--- config.mk ---
export PLATFORM = sky130hd
export DESIGN_NAME = alu_exec_unit
export DESIGN_NICKNAME = d
export VERILOG_FILES = /design/src/rtl/alu_exec_unit.sv
export SDC_FILE = /design/constraint.sdc
export NUM_CORES = 1
export LEC_CHECK = 0
export ABC_AREA = 1
export BUFFER_PORTS_ARGS = -buffer_cell sky130_fd_sc_hd__buf_2
export CAP_MARGIN = 20
export CORE_MARGIN = 4
export CORE_UTILIZATION = 30
export CTS_CLUSTER_SIZE = 24
export DETAILED_ROUTE_END_ITERATION = 12
export PLACE_DENSITY = 0.47
export SETUP_SLACK_MARGIN = 0.02
export SLEW_MARGIN = 30
export SYNTH_ARGS = -nofsm -noshare
export SYNTH_HDL_FRONTEND = slang
export SYNTH_SLANG_ARGS = --single-unit
--- constraint.sdc ---
create_clock -name clk -period 5.54 [get_ports clk]
set_clock_uncertainty 0.15 [all_clocks]
set_input_delay 0.831 -clock clk [delete_from_list [all_inputs] [get_ports clk]]
set_output_delay 0.831 -clock clk [all_outputs]
set_load 0.02 [all_outputs]
--- src/rtl/alu_exec_unit.sv ---
// ALU execution unit: handshaked operand intake, registered result, iterative or barrel shifter.
// Define ALU_BARREL_SHIFT_EN to build single-cycle shifts instead of the bit-serial shifter.

package alu_exec_pkg;

    typedef enum logic [3:0] {
        ADD  = 4'd0,
        SUB  = 4'd1,
        SLT  = 4'd2,
        SLTU = 4'd3,
        XOR  = 4'd4,
        OR   = 4'd5,
        AND  = 4'd6,
        SLL  = 4'd7,
        SRL  = 4'd8,
        SRA  = 4'd9,
        FWD  = 4'd10
    } operation_t;

    typedef enum logic {
        LOW  = 1'b0,
        HIGH = 1'b1
    } flag_t;

endpackage

module alu_exec_unit
    import alu_exec_pkg::*;
#(
    parameter int unsigned DATA_WIDTH = 32,
    parameter int unsigned SHAMT_W    = $clog2(DATA_WIDTH)
) (
    input  logic                  clk,
    input  logic                  rst,
    input  logic                  in_valid,
    output logic                  in_ready,
    input  operation_t            opSel,
    input  logic [DATA_WIDTH-1:0] bus_a,
    input  logic [DATA_WIDTH-1:0] bus_b,
    input  flag_t                 error_in,
    output logic                  out_valid,
    input  logic                  out_ready,
    output logic [DATA_WIDTH-1:0] result,
    output logic                  zero,
    output flag_t                 error_out
);

    localparam logic [1:0] StIdle  = 2'd0;
    localparam logic [1:0] StShift = 2'd1;
    localparam logic [1:0] StDone  = 2'd2;

    logic [1:0]            state_q, state_d;
    logic [DATA_WIDTH-1:0] result_q, result_d;
    flag_t                 error_q, error_d;
    logic [SHAMT_W-1:0]    shamt;

    assign shamt = bus_b[SHAMT_W-1:0];

`ifndef ALU_BARREL_SHIFT_EN
    // Shift direction is latched because opSel is not held during SHIFT.
    operation_t            op_q, op_d;
    logic [SHAMT_W-1:0]    cnt_q, cnt_d;
`endif

    always_comb begin
        state_d  = state_q;
        result_d = result_q;
        error_d  = error_q;
`ifndef ALU_BARREL_SHIFT_EN
        op_d     = op_q;
        cnt_d    = cnt_q;
`endif
        case (state_q)
            StIdle: begin
                if (in_valid) begin
                    state_d = StDone;
                    error_d = LOW;
`ifndef ALU_BARREL_SHIFT_EN
                    op_d    = opSel;
`endif
                    if (error_in == HIGH) begin
                        result_d = '0;
                        error_d  = HIGH;
                    end else begin
                        case (opSel)
                            ADD:  result_d = bus_a + bus_b;
                            SUB:  result_d = bus_a - bus_b;
                            SLT:  result_d = {{(DATA_WIDTH-1){1'b0}},
                                              $signed(bus_a) < $signed(bus_b)};
                            SLTU: result_d = {{(DATA_WIDTH-1){1'b0}}, bus_a < bus_b};
                            XOR:  result_d = bus_a ^ bus_b;
                            OR:   result_d = bus_a | bus_b;
                            AND:  result_d = bus_a & bus_b;
                            FWD:  result_d = bus_a;
`ifdef ALU_BARREL_SHIFT_EN
                            SLL:  result_d = bus_a << shamt;
                            SRL:  result_d = bus_a >> shamt;
                            SRA:  result_d = $signed(bus_a) >>> shamt;
`else
                            SLL, SRL, SRA: begin
                                result_d = bus_a;
                                if (shamt != '0) begin
                                    cnt_d   = shamt;
                                    state_d = StShift;
                                end
                            end
`endif
                            default: begin
                                result_d = '0;
                                error_d  = HIGH;
                            end
                        endcase
                    end
                end
            end
`ifndef ALU_BARREL_SHIFT_EN
            StShift: begin
                case (op_q)
                    SLL:     result_d = {result_q[DATA_WIDTH-2:0], 1'b0};
                    SRL:     result_d = {1'b0, result_q[DATA_WIDTH-1:1]};
                    default: result_d = {result_q[DATA_WIDTH-1], result_q[DATA_WIDTH-1:1]};
                endcase
                cnt_d = cnt_q - SHAMT_W'(1);
                if (cnt_q == SHAMT_W'(1)) begin
                    state_d = StDone;
                end
            end
`endif
            StDone: begin
                if (out_ready) begin
                    state_d = StIdle;
                end
            end
            default: state_d = StIdle;
        endcase
    end

    always_ff @(posedge clk) begin
        if (rst) begin
            state_q  <= StIdle;
            result_q <= '0;
            error_q  <= LOW;
`ifndef ALU_BARREL_SHIFT_EN
            op_q     <= ADD;
            cnt_q    <= '0;
`endif
        end else begin
            state_q  <= state_d;
            result_q <= result_d;
            error_q  <= error_d;
`ifndef ALU_BARREL_SHIFT_EN
            op_q     <= op_d;
            cnt_q    <= cnt_d;
`endif
        end
    end

    assign in_ready  = (state_q == StIdle);
    assign out_valid = (state_q == StDone);
    assign result    = result_q;
    assign zero      = (result_q == '0);
    assign error_out = error_q;

endmodule

**Word level (Yosys, flattened, before mapping)**

Index checks and enable logic that the tools add are counted.
Widths: inputs -> output; s select.

- Add/sub/neg operators: 3
- Multiply operators: 0
- Divide/modulo/power cells: 0
- Order comparisons: 2
- Equal/unequal tests: 22
- Shifts and indexed selects: 0
- Muxes and demuxes: 19
- Bitwise logic cells: 3
- Reductions and logical operators: 13

Operators by type and width:

| operator | count |
|---|---|
| $pmux 32 s8 | 1 |
| $pmux 32 s2 | 2 |
| $lt 32x32->1 | 2 |
| $mux 32 | 2 |
| $add 32x32->32 | 1 |
| $and 32x32->32 | 1 |
| $logic_not 32->1 | 1 |
| $or 32x32->32 | 1 |
| $sub 32x32->32 | 1 |
| $xor 32x32->32 | 1 |
| $eq 4x3->1 const B | 5 |
| $mux 5 | 4 |
| $eq 4x4->1 const B | 4 |
| $mux 2 | 6 |
| $reduce_or 11->1 | 1 |
| $pmux 5 s2 | 1 |
| $eq 4x2->1 const B | 2 |
| $ne 2x1->1 const B | 3 |
| $ne 2x2->1 const B | 3 |
| $pmux 2 s3 | 1 |
| $reduce_and 3->1 | 2 |
| $eq 5x1->1 const B | 1 |
| $reduce_and 5->1 | 1 |
| $reduce_bool 5->1 | 1 |
| other kinds (12) | 14 |

- Register bits: 44
- Bits in latches: 0
- RAM bits: 0
- Memory bits (read-only): 0
- Bits of input ports: 73
- Output and inout bits: 36
- Logic and storage cells: 68
- Memories kept: 0

**Longest topological paths before layout**

Gate-level depths: netlist of the first run.

- Word-level depth: 6
- Mapped depth: 19
- Gate-level depth less buffers: 18

**Worst setup path before layout of the first run**

OpenSTA, ideal clock, no wires.

- Path type: input port to flip-flop
- Start point: in bus_a[0]
- End point: reg result_q[16] (netlist: result[16])
- Library setup time: 117 ps
- Arrival: 2383 ps
- Setup slack: 2890 ps
- Stages: 13
- Path buffers: 0
- Cells stage by stage: ha_1 -> fa_1 -> nand3_1 -> nand3_1 -> nand2_1 -> nand2_1 -> and2_1 -> nor2_1 -> nand2_1 -> nand3_1 -> nand3_1 -> a21oi_1 -> nor2_1

- Longest elaborated chain between the ends: 5

Ends and longest elaborated chain:

| item | line | RTL |
|---|---|---|
| start: declaration | 38 | `input logic [DATA_WIDTH-1:0] bus_a,` |
| $sub 32x32->32 / $add 32x32->32 (equally long branches) | 87, 86 |  |
| $pmux 32 s8 (*) | 85 | `case (opSel)` |
| $mux 32 (*) | 81 | `if (error_in == HIGH) begin` |
| $mux 32 (*) | 75 | `if (in_valid) begin` |
| $pmux 32 s2 (*) | 73 | `case (state_q)` |
| end signal: assignment | 149 | `result_q <= result_d;` |
| end: declaration | 53 | `logic [DATA_WIDTH-1:0] result_q, result_d;` |

Mark *: on every way between the ends. The rest lies on a longest branch, timed or not. The select of a mux whose other input is x is not followed.
A chain may end at the register's enable or synchronous reset.

**Worst setup path after layout of the first run**

- Start point: in opSel[1]
- End point: reg result_q[25] (netlist: result[25])

- Longest elaborated chain between the ends: 6

Ends and longest elaborated chain:

| item | line | RTL |
|---|---|---|
| start: declaration | 37 | `input operation_t opSel,` |
| $eq 4x3->1 / $eq 4x4->1 (equally long branches) | 85 |  |
| $reduce_or 4->1 (no line) | -- |  |
| $pmux 32 s8 (*) | 85 |  |
| $mux 32 (*) | 81 |  |
| $mux 32 (*) | 75 |  |
| $pmux 32 s2 (*) | 73 |  |

Marked as above.

==> results of run 1 <==
## tightest hold or removal path: stages (launching register included)
cell and delay (ns):
dfxtp_1 0.34, nand2_1 0.07, a21oi_1 0.05
## report_power, final
part	leakage (nW)	internal, W	total (W)	switching (W)
clock network	0.0808	0.000213	0.000348	0.000135
registers	0.363	0.000349	0.000390	0.0000411
logic	5.17	0.000266	0.000875	0.000609
## layer usage
metal,vias to the layer above,global-route usage,routed length [µm]
met5,-,0,0
met4,0,0.0766,1490
met3,52,0.0201,1690
met2,332,0.359,16900
met1,4798,0.280,16500
li1,5397,-,-
## logic make-up (layout without fill, tap and decap cells)
group	Yosys count	count (layout)	synth area share
and+or+nand+nor	822	822	0.380
AOI/OAI and AO/OA	284	284	0.185
adders and majority gates	107	107	0.149
buffers and inverters	400	462	0.180
DFF	44	44	0.0967
xor gates and xnor gates	11	11	0.0106
## metrics by stage
stage	cell area, µm²	hold WS, ns	worst slack, ns
after floorplan	9110	0.309	2.89
after global placement	9840	0.343	2.05
after detailed placement	9840	0.350	1.98
after CTS	10000	0.361	2.37
after global routing	10000	0.405	2.27
final	10000	0.357	2.37
## registers in the layout (all words and copies together) (netlist names)
register,count
state_q,2
cnt_q,5
result,32
op_q,4
error_out,1
## how the worst max path moves through the flow
stage | from | endpoint | slack, ns | cells after the start
after floorplan | bus_a[0] | result[16] | 2.89 | 13
after global placement | opSel[1] | result[25] | 2.05 | 10
after detailed placement | opSel[1] | result[25] | 1.98 | 10
after CTS | opSel[1] | result[25] | 2.37 | 10
after global routing | bus_a[25] | result[28] | 2.27 | 15
final | opSel[1] | result[25] | 2.37 | 10
## layout make-up
type / instances / area (µm²)
fillers: 3467 / 19800
multi-input cells: 1224 / 6590
inverters: 337 / 1260
flip-flops and latches: 44 / 881
repair buffers: 117 / 608
well taps: 390 / 488
clock buffers: 6 / 129
clock inverters: 2 / 35.0
## cell usage in the layout, fill, tap and decap left out, types with 3 or more instances in the layout
| cell type | instances |
|---|---|
| o211ai_1 | 6 |
| dfxtp_1 | 44 |
| nand2_1 | 471 |
| nor4_1 | 8 |
| nor2_1 | 140 |
| o21bai_1 | 7 |
| a31oi_1 | 13 |
| nor3_1 | 14 |
| o221ai_1 | 3 |
| a21oi_1 | 68 |
| clkbuf_16 | 5 |
| a221oi_1 | 23 |
| nand3_1 | 141 |
| xor2_1 | 10 |
| buf_4 | 9 |
| o21ai_0 | 110 |
| clkinv_1 | 3 |
| ha_1 | 105 |
| inv_2 | 11 |
| o21ai_1 | 3 |
| a22oi_1 | 3 |
| buf_2 | 108 |
| nor2_2 | 11 |
| and2_1 | 5 |
| a211oi_1 | 3 |
| inv_1 | 323 |
| nand4_1 | 12 |
| a21oi_2 | 7 |
| nand2_2 | 8 |
| o22ai_1 | 31 |
==> run metrics, run 1 <==
status=completed; DR vias/cell=4.99; Hold Crit Class=flop to flop; r2r worst-path depth=9; prevailing post-synth register cell=dfxtp_1; launching element type of the critical path=input port; Worst VDD drop=0.105 mV; I/O pins=109; CTS tree=yes; post-route ant nets=0; ANT cells=0; # DRC=0; WP buf/inv=3; delay-heaviest family, CP=simple AND/OR/NAND/NOR gates; # rows=63; Power, Total=0.00161 W; crit path kind=input port to flop; total negative slack=0 ns; CP Cell Sequence=buf_2 -> nand2_1 -> inv_1 -> nand2_1 -> nand2_1 -> buf_4 -> a221oi_1 -> nand3_1 -> nand2_1 -> a21oi_1; largest net degree at the start of global routing=49; Total Wirelength=36.6 mm; vias in the first global route=9964; reg2reg end=result[12]; Critical Path End Type=flop; Setup violations, final=0; initial antenna violation count=0; DRT Pass-1 Iters=5; insertion delay to the later sink of the worst-skew pair=0.29 ns; Crit path required time=5.58 ns; Die Y=182 µm; Num CTS Buffers=5; worst-path fanout max=20; Final Hold Vio Count=0; DRT iter0 DRCs=950; HP Start=cnt_q[2]; Starting Density=0.306; Yosys top cell by area=nand2_1; Remaining Overflow, GRT=0; DP HPWL=29.8 mm; layout cell share with drive strength beyond 1=0.0977; Clock Pin Slew Worst Setup and Hold Paths=0.07 ns; Total GRT Usage=0.212; first-pass GRT wire length=56.4 mm; IO buf count=108; Hold Path Depth=2; top-count cell post-synth=nand2_1; cell repeated most along the worst path=nand2_1; Crit Reg-Reg Startpoint=state_q[0]; Worst R2R Setup Slack=3.02 ns; Root Buffer=clkbuf_16; Core Util, Final=0.336; maximum buffer depth of the clock tree=2; dpl cells=2112; fraction of registers with async set or reset after synthesis=0; gp weighted congestion=0.973; RSZ-0062 raised after global routing=no; top cell type's share of synthesized area=0.194; Synth warnings=0; Die W=182 µm; relative slew slack=0.341; Leak=5.61 nW; Cell variety after synth=49; post-CTS setup buffer count=0; EDFF count, synth=0; Gate Count Post-Synth=1668; final period utilization=0.572; DIE AREA=33200 µm²; CTS Hold Bufs=0; H-tree levels=2; CP max stage cell=nand2_1; post-synthesis sequential area ratio=0.0967; area grow syn2layout=9.77%; Syn Area/Cell=5.46 µm²; Critical Path Max Stage Delay=0.57 ns; synth top area cells=nand2_1 (19%), ha_1 (14%), inv_1 (13%); top achievable clock speed=0.316 GHz; Worst Path Arrival=3.20 ns; Final nets=1909; hold endpoint=cnt_q[2]; synthesized flop and latch total=44; Syn Nets=1848; Worst-Margin Slew=0.986 ns; Core ar.=29800 µm²; pwr dens=161 nW/µm²; clock sink count=44; Final Non-Filler Cells=2120; Max Slew Vio Count=0; post-DR wirelength/cell=17.3 µm; PostCTS Resize Cnt=0; Post-synth top cells=nand2_1 (471), inv_1 (324), nand3_1 (141), nor2_1 (141), o21ai_0 (110); netlist area before placement=9110 µm²; Final min period=3.17 ns; via count=10579; Max Cap Violations=0
Power figures use the tool's default switching activity.
==> inputs of run 2 (changes only) <==
==> constraint.sdc (replaced) <==
create_clock -name clk -period 3.1 [get_ports clk]
set_clock_uncertainty 0.15 [all_clocks]
set_input_delay 0.465 -clock clk [delete_from_list [all_inputs] [get_ports clk]]
set_output_delay 0.465 -clock clk [all_outputs]
set_load 0.02 [all_outputs]
==> run metrics, run 2 (synthesized netlist as in run 1, its figures left out) <==
status=completed; Num CTS Buffers=5; Hold Crit Class=input port to flop; Worst Path Arrival=2.72 ns; CTS Hold Bufs=0; Worst R2R Setup Slack=0.60 ns; ANT cells=0; Clk pwr share=0.210; DIE AREA=33200 µm²; crit path capture=result[0]; post-route ant nets=0; via count=10583; DRT Pass-1 Iters=5; reg2reg end=cnt_q[1]; pre-CTS WS=0.144 ns; Root Buffer=clkbuf_16; final period utilization=0.852; max reg flops=32; Remaining Overflow, GRT=0; I/O pins=109; H-tree levels=2; # rows=63; launching element type of the critical path=input port; Final min period=2.64 ns; r2r worst-path depth=9; commonest non-fill, non-tap cell in the layout=nand2_1; maximum buffer depth of the clock tree=2; HP Start=rst; CP Cell Sequence=buf_2 -> inv_1 -> ha_1 -> inv_1 -> a21oi_1 -> nor2_1 -> o21bai_1 -> nand2_1 -> a21oi_2 -> nand2_1 -> nand2_1 -> nand3_1 -> nand2_1 -> nand2_1 -> a21oi_2; WP buf/inv=3; DRT iter0 DRCs=800; Clock Pin Slew Worst Setup and Hold Paths=0.06 ns; Starting Density=0.306; delay-heaviest family, CP=compound AO/OA/AOI/OAI gates; Sw Ratio=0.480; # DRC=0; CTS tree=yes; pwr dens=284 nW/µm²; top achievable clock speed=0.379 GHz; initial antenna violation count=0; Critical Path Max Stage Delay=0.53 ns; Setup violations, final=0; Final WS setup=0.460 ns; CP max stage cell=ha_1; area grow syn2layout=12.5%; crit path from=bus_a[25]; RSZ-0062 raised after global routing=no; Comb power frac=0.550; gp weighted congestion=0.956; Die W=182 µm; worst-path fanout max=8; post-CTS setup buffer count=0; clock sink count=44; IO buf count=108; Crit Reg-Reg Startpoint=state_q[0]; layout cell share with drive strength beyond 1=0.110; DP HPWL=30.1 mm; insertion delay to the later sink of the worst-skew pair=0.29 ns; total negative slack=0 ns; Critical Path End Type=flop; Final nets=1935; Crit path depth=15; Final Hold Vio Count=0; commonest non-fill, non-tap cells in the layout=nand2_1 (471), inv_1 (324), nand3_1 (141), nor2_1 (140), o21ai_0 (110); Sw Pwr=0.00140 W; post-DR wirelength/cell=16.9 µm; Core ar.=29800 µm²; vias in the first global route=10032; internal power=0.00151 W; Total Wirelength=36.3 mm; first-pass GRT wire length=56.7 mm; Total GRT Usage=0.212; Die Y=182 µm; Max Slew Vio Count=0; largest net degree at the start of global routing=49; relative slew slack=0.545; PostCTS Resize Cnt=0; Crit path required time=3.18 ns; Max Cap Violations=0; Leak=5.75 nW; crit path kind=input port to flop; cell repeated most along the worst path=nand2_1; DR vias/cell=4.93; Worst VDD drop=0.190 mV; Worst-Margin Slew=0.683 ns; Reg power frac=0.240
-- run 2: worst min path at each step --
stage	end	depth (start not counted)
finish	cnt_q[2]	2
global route	state_q[0]	2
CTS	cnt_q[2]	2
detailed placement	cnt_q[2]	2
global placement	cnt_q[2]	2
floorplan	cnt_q[2]	2
-- run 2: power by group through the flow --
stage | Combinational [W] | Clock, W | Sequential (W)
finish | 0.00160 | 0.000612 | 0.000698
global route | 0.00178 | 0.000647 | 0.000707
floorplan | 0.00101 | 0 | 0.000738
global placement | 0.00159 | 0 | 0.000711
CTS | 0.00160 | 0.000626 | 0.000697
detailed placement | 0.00159 | 0 | 0.000710
-- run 2: final cells by class --
type	count	area, µm²
Sequential cell	44	881
Timing Repair Buffer	143	853
Clock inverter	2	35.0
Fill cell	3456	19600
Tap cell	390	488
Inverter	337	1260
Clock buffer	6	129
Multi-Input combinational cell	1224	6590
-- run 2: per-layer routing --
layer	part of all wire	vias to the layer above	track usage
met5	0	-	0
met1	0.46	4856	0.285
met4	0.014	0	0.0315
met3	0.040	31	0.0169
met2	0.49	237	0.379
li1	-	5459	-
-- run 2: per-stage QoR --
| stage | area, µm² | hold WS [ns] | power (W) | utilization | cells |
|---|---|---|---|---|---|
| 4_1_cts | 10200 | 0.280 | 0.00292 | 0.344 | 2146 |
| 3_5_place_dp | 10100 | 0.352 | 0.00230 | 0.338 | 2138 |
| 6_report | 10200 | 0.289 | 0.00291 | 0.344 | 2146 |
| 2_1_floorplan | 9110 | 0.309 | 0.00175 | - | 1668 |
| 5_1_grt | 10200 | 0.289 | 0.00314 | 0.344 | 2146 |
| 3_3_place_gp | 10100 | 0.344 | 0.00230 | 0.338 | 2138 |
==> inputs of run 3 (changes only) <==
--- a/config.mk
+++ b/config.mk
@@ -8,7 +8,7 @@
 export ABC_AREA = 1
 export BUFFER_PORTS_ARGS = -buffer_cell sky130_fd_sc_hd__buf_2
 export CAP_MARGIN = 20
-export CORE_MARGIN = 4
+export CORE_MARGIN = 3
 export CORE_UTILIZATION = 30
 export CTS_CLUSTER_SIZE = 24
 export DETAILED_ROUTE_END_ITERATION = 12
==> run metrics, run 3 (synthesized netlist as in run 1, its figures left out) <==
Setup violations, final=0; Worst Path Arrival=2.70 ns; Sw Pwr=0.00138 W; CP max stage cell=ha_1; worst hold slack=0.301 ns; Starting Density=0.306; Max Cap Violations=0; Remaining Overflow, GRT=0; Die W=180 µm; via count=10675; Worst VDD drop=0.194 mV; Final nets=1939; Clock Pin Slew Worst Setup and Hold Paths=0.06 ns; top achievable clock speed=0.375 GHz; Clk pwr share=0.191; RSZ-0062 raised after global routing=no; commonest non-fill, non-tap cell in the layout=nand2_1; DRT Pass-1 Iters=6; PostCTS Resize Cnt=0; H-tree levels=2; Worst-Margin Slew=0.624 ns; DIE AREA=32500 µm²; # DRC=0; post-route ant nets=0; CTS Hold Bufs=0; crit path kind=input port to flop; initial antenna violation count=0; Total GRT Usage=0.212; clock sink count=44; DR vias/cell=4.97; insertion delay to the later sink of the worst-skew pair=0.29 ns; Critical Path End Type=flop; Worst R2R Setup Slack=0.57 ns; IO buf count=108; footprint of the multi-input gates=6590 µm²; ANT cells=0; relative slew slack=0.584; pwr dens=277 nW/µm²; Sw Ratio=0.486; CTS tree=yes; vias in the first global route=10092; maximum buffer depth of the clock tree=2; Comb power frac=0.564; area grow syn2layout=12.7%; Final Hold Vio Count=0; Critical Path Max Stage Delay=0.53 ns; Root Buffer=clkbuf_16; Core ar.=29800 µm²; Crit path required time=3.13 ns; first-pass GRT wire length=56.2 mm; # rows=63; status=completed; DP HPWL=29.9 mm; Register Area=881 µm²; post-CTS setup buffer count=0; DRT iter0 DRCs=758; Total Wirelength=36.0 mm; fill cell count=3483; internal power=0.00146 W; post-DR wirelength/cell=16.8 µm; Hold Crit Class=input port to flop; Die Y=180 µm; gp weighted congestion=0.984; CP Cell Sequence=buf_2 -> inv_1 -> ha_1 -> inv_1 -> a21oi_1 -> nand2_1 -> inv_1 -> nand2_1 -> a21oi_1 -> nand3_1 -> nand3_1 -> nand3_1 -> nand2_1 -> a21oi_1; total negative slack=0 ns; I/O pins=109; Reg power frac=0.245; Final min period=2.67 ns; Leak=5.76 nW; max reg flops=32; layout cell share with drive strength beyond 1=0.112; Max Slew Vio Count=0; largest net degree at the start of global routing=48; launching element type of the critical path=input port; Num CTS Buffers=5; worst-path fanout max=8; commonest non-fill, non-tap cells in the layout=nand2_1 (471), inv_1 (324), nand3_1 (141), nor2_1 (140), o21ai_0 (110); final period utilization=0.860
## run 3: area by class of cell
class,count,area share
repair buffers,147,0.0872
flip-flops and latches,44,0.0858
multi-input cells,1224,0.642
clock buffers,8,0.0143
well taps,390,0.0475
inverters,337,0.123
## run 3: through the flow
stage | setup WS (ns) | power, W | area [µm²] | utilization | std cells
2_1_floorplan | 0.816 | 0.00175 | 9110 | - | 1668
3_3_place_gp | 0.173 | 0.00230 | 10100 | 0.340 | 2142
3_5_place_dp | 0.186 | 0.00231 | 10100 | 0.340 | 2142
4_1_cts | 0.492 | 0.00285 | 10300 | 0.345 | 2150
5_1_grt | 0.270 | 0.00308 | 10300 | 0.345 | 2150
6_report | 0.435 | 0.00284 | 10300 | 0.345 | 2150
## run 3: per-layer routing
| layer | GRT usage | part of all wire | routed length, µm | vias to the layer above |
|---|---|---|---|---|
| met1 | 0.280 | 0.46 | 16400 | 4901 |
| met5 | 0 | 0 | 0 | - |
| met2 | 0.380 | 0.48 | 17200 | 263 |
| met4 | 0.0390 | 0.019 | 700 | 0 |
| li1 | - | - | - | 5482 |
| met3 | 0.0180 | 0.047 | 1690 | 29 |
## run 3: power groups by stage
stage          logic [W]  clock network [W]  registers [W]
2_1_floorplan    0.00101                  0       0.000738
3_3_place_gp     0.00159                  0       0.000710
3_5_place_dp     0.00159                  0       0.000710
4_1_cts          0.00160           0.000553       0.000697
5_1_grt          0.00179           0.000581       0.000706
6_report         0.00160           0.000544       0.000697
## run 3: worst paths after layout
| path | start | to | depth (start not counted) |
|---|---|---|---|
| min reg2reg | cnt_q[2] | cnt_q[2] | 2 |
| max reg2reg | state_q[0] | cnt_q[1] | 9 |
| max | bus_a[25] | result[26] | 14 |
| min | rst | cnt_q[2] | 2 |
## run 3: critical path: cells and delay by family
family / cells / cell delay, ns
adders and majority gates: 1 / 0.53
and+or+nand+nor: 6 / 0.62
AOI/OAI and AO/OA: 3 / 0.60
buffers and inverters: 4 / 0.48
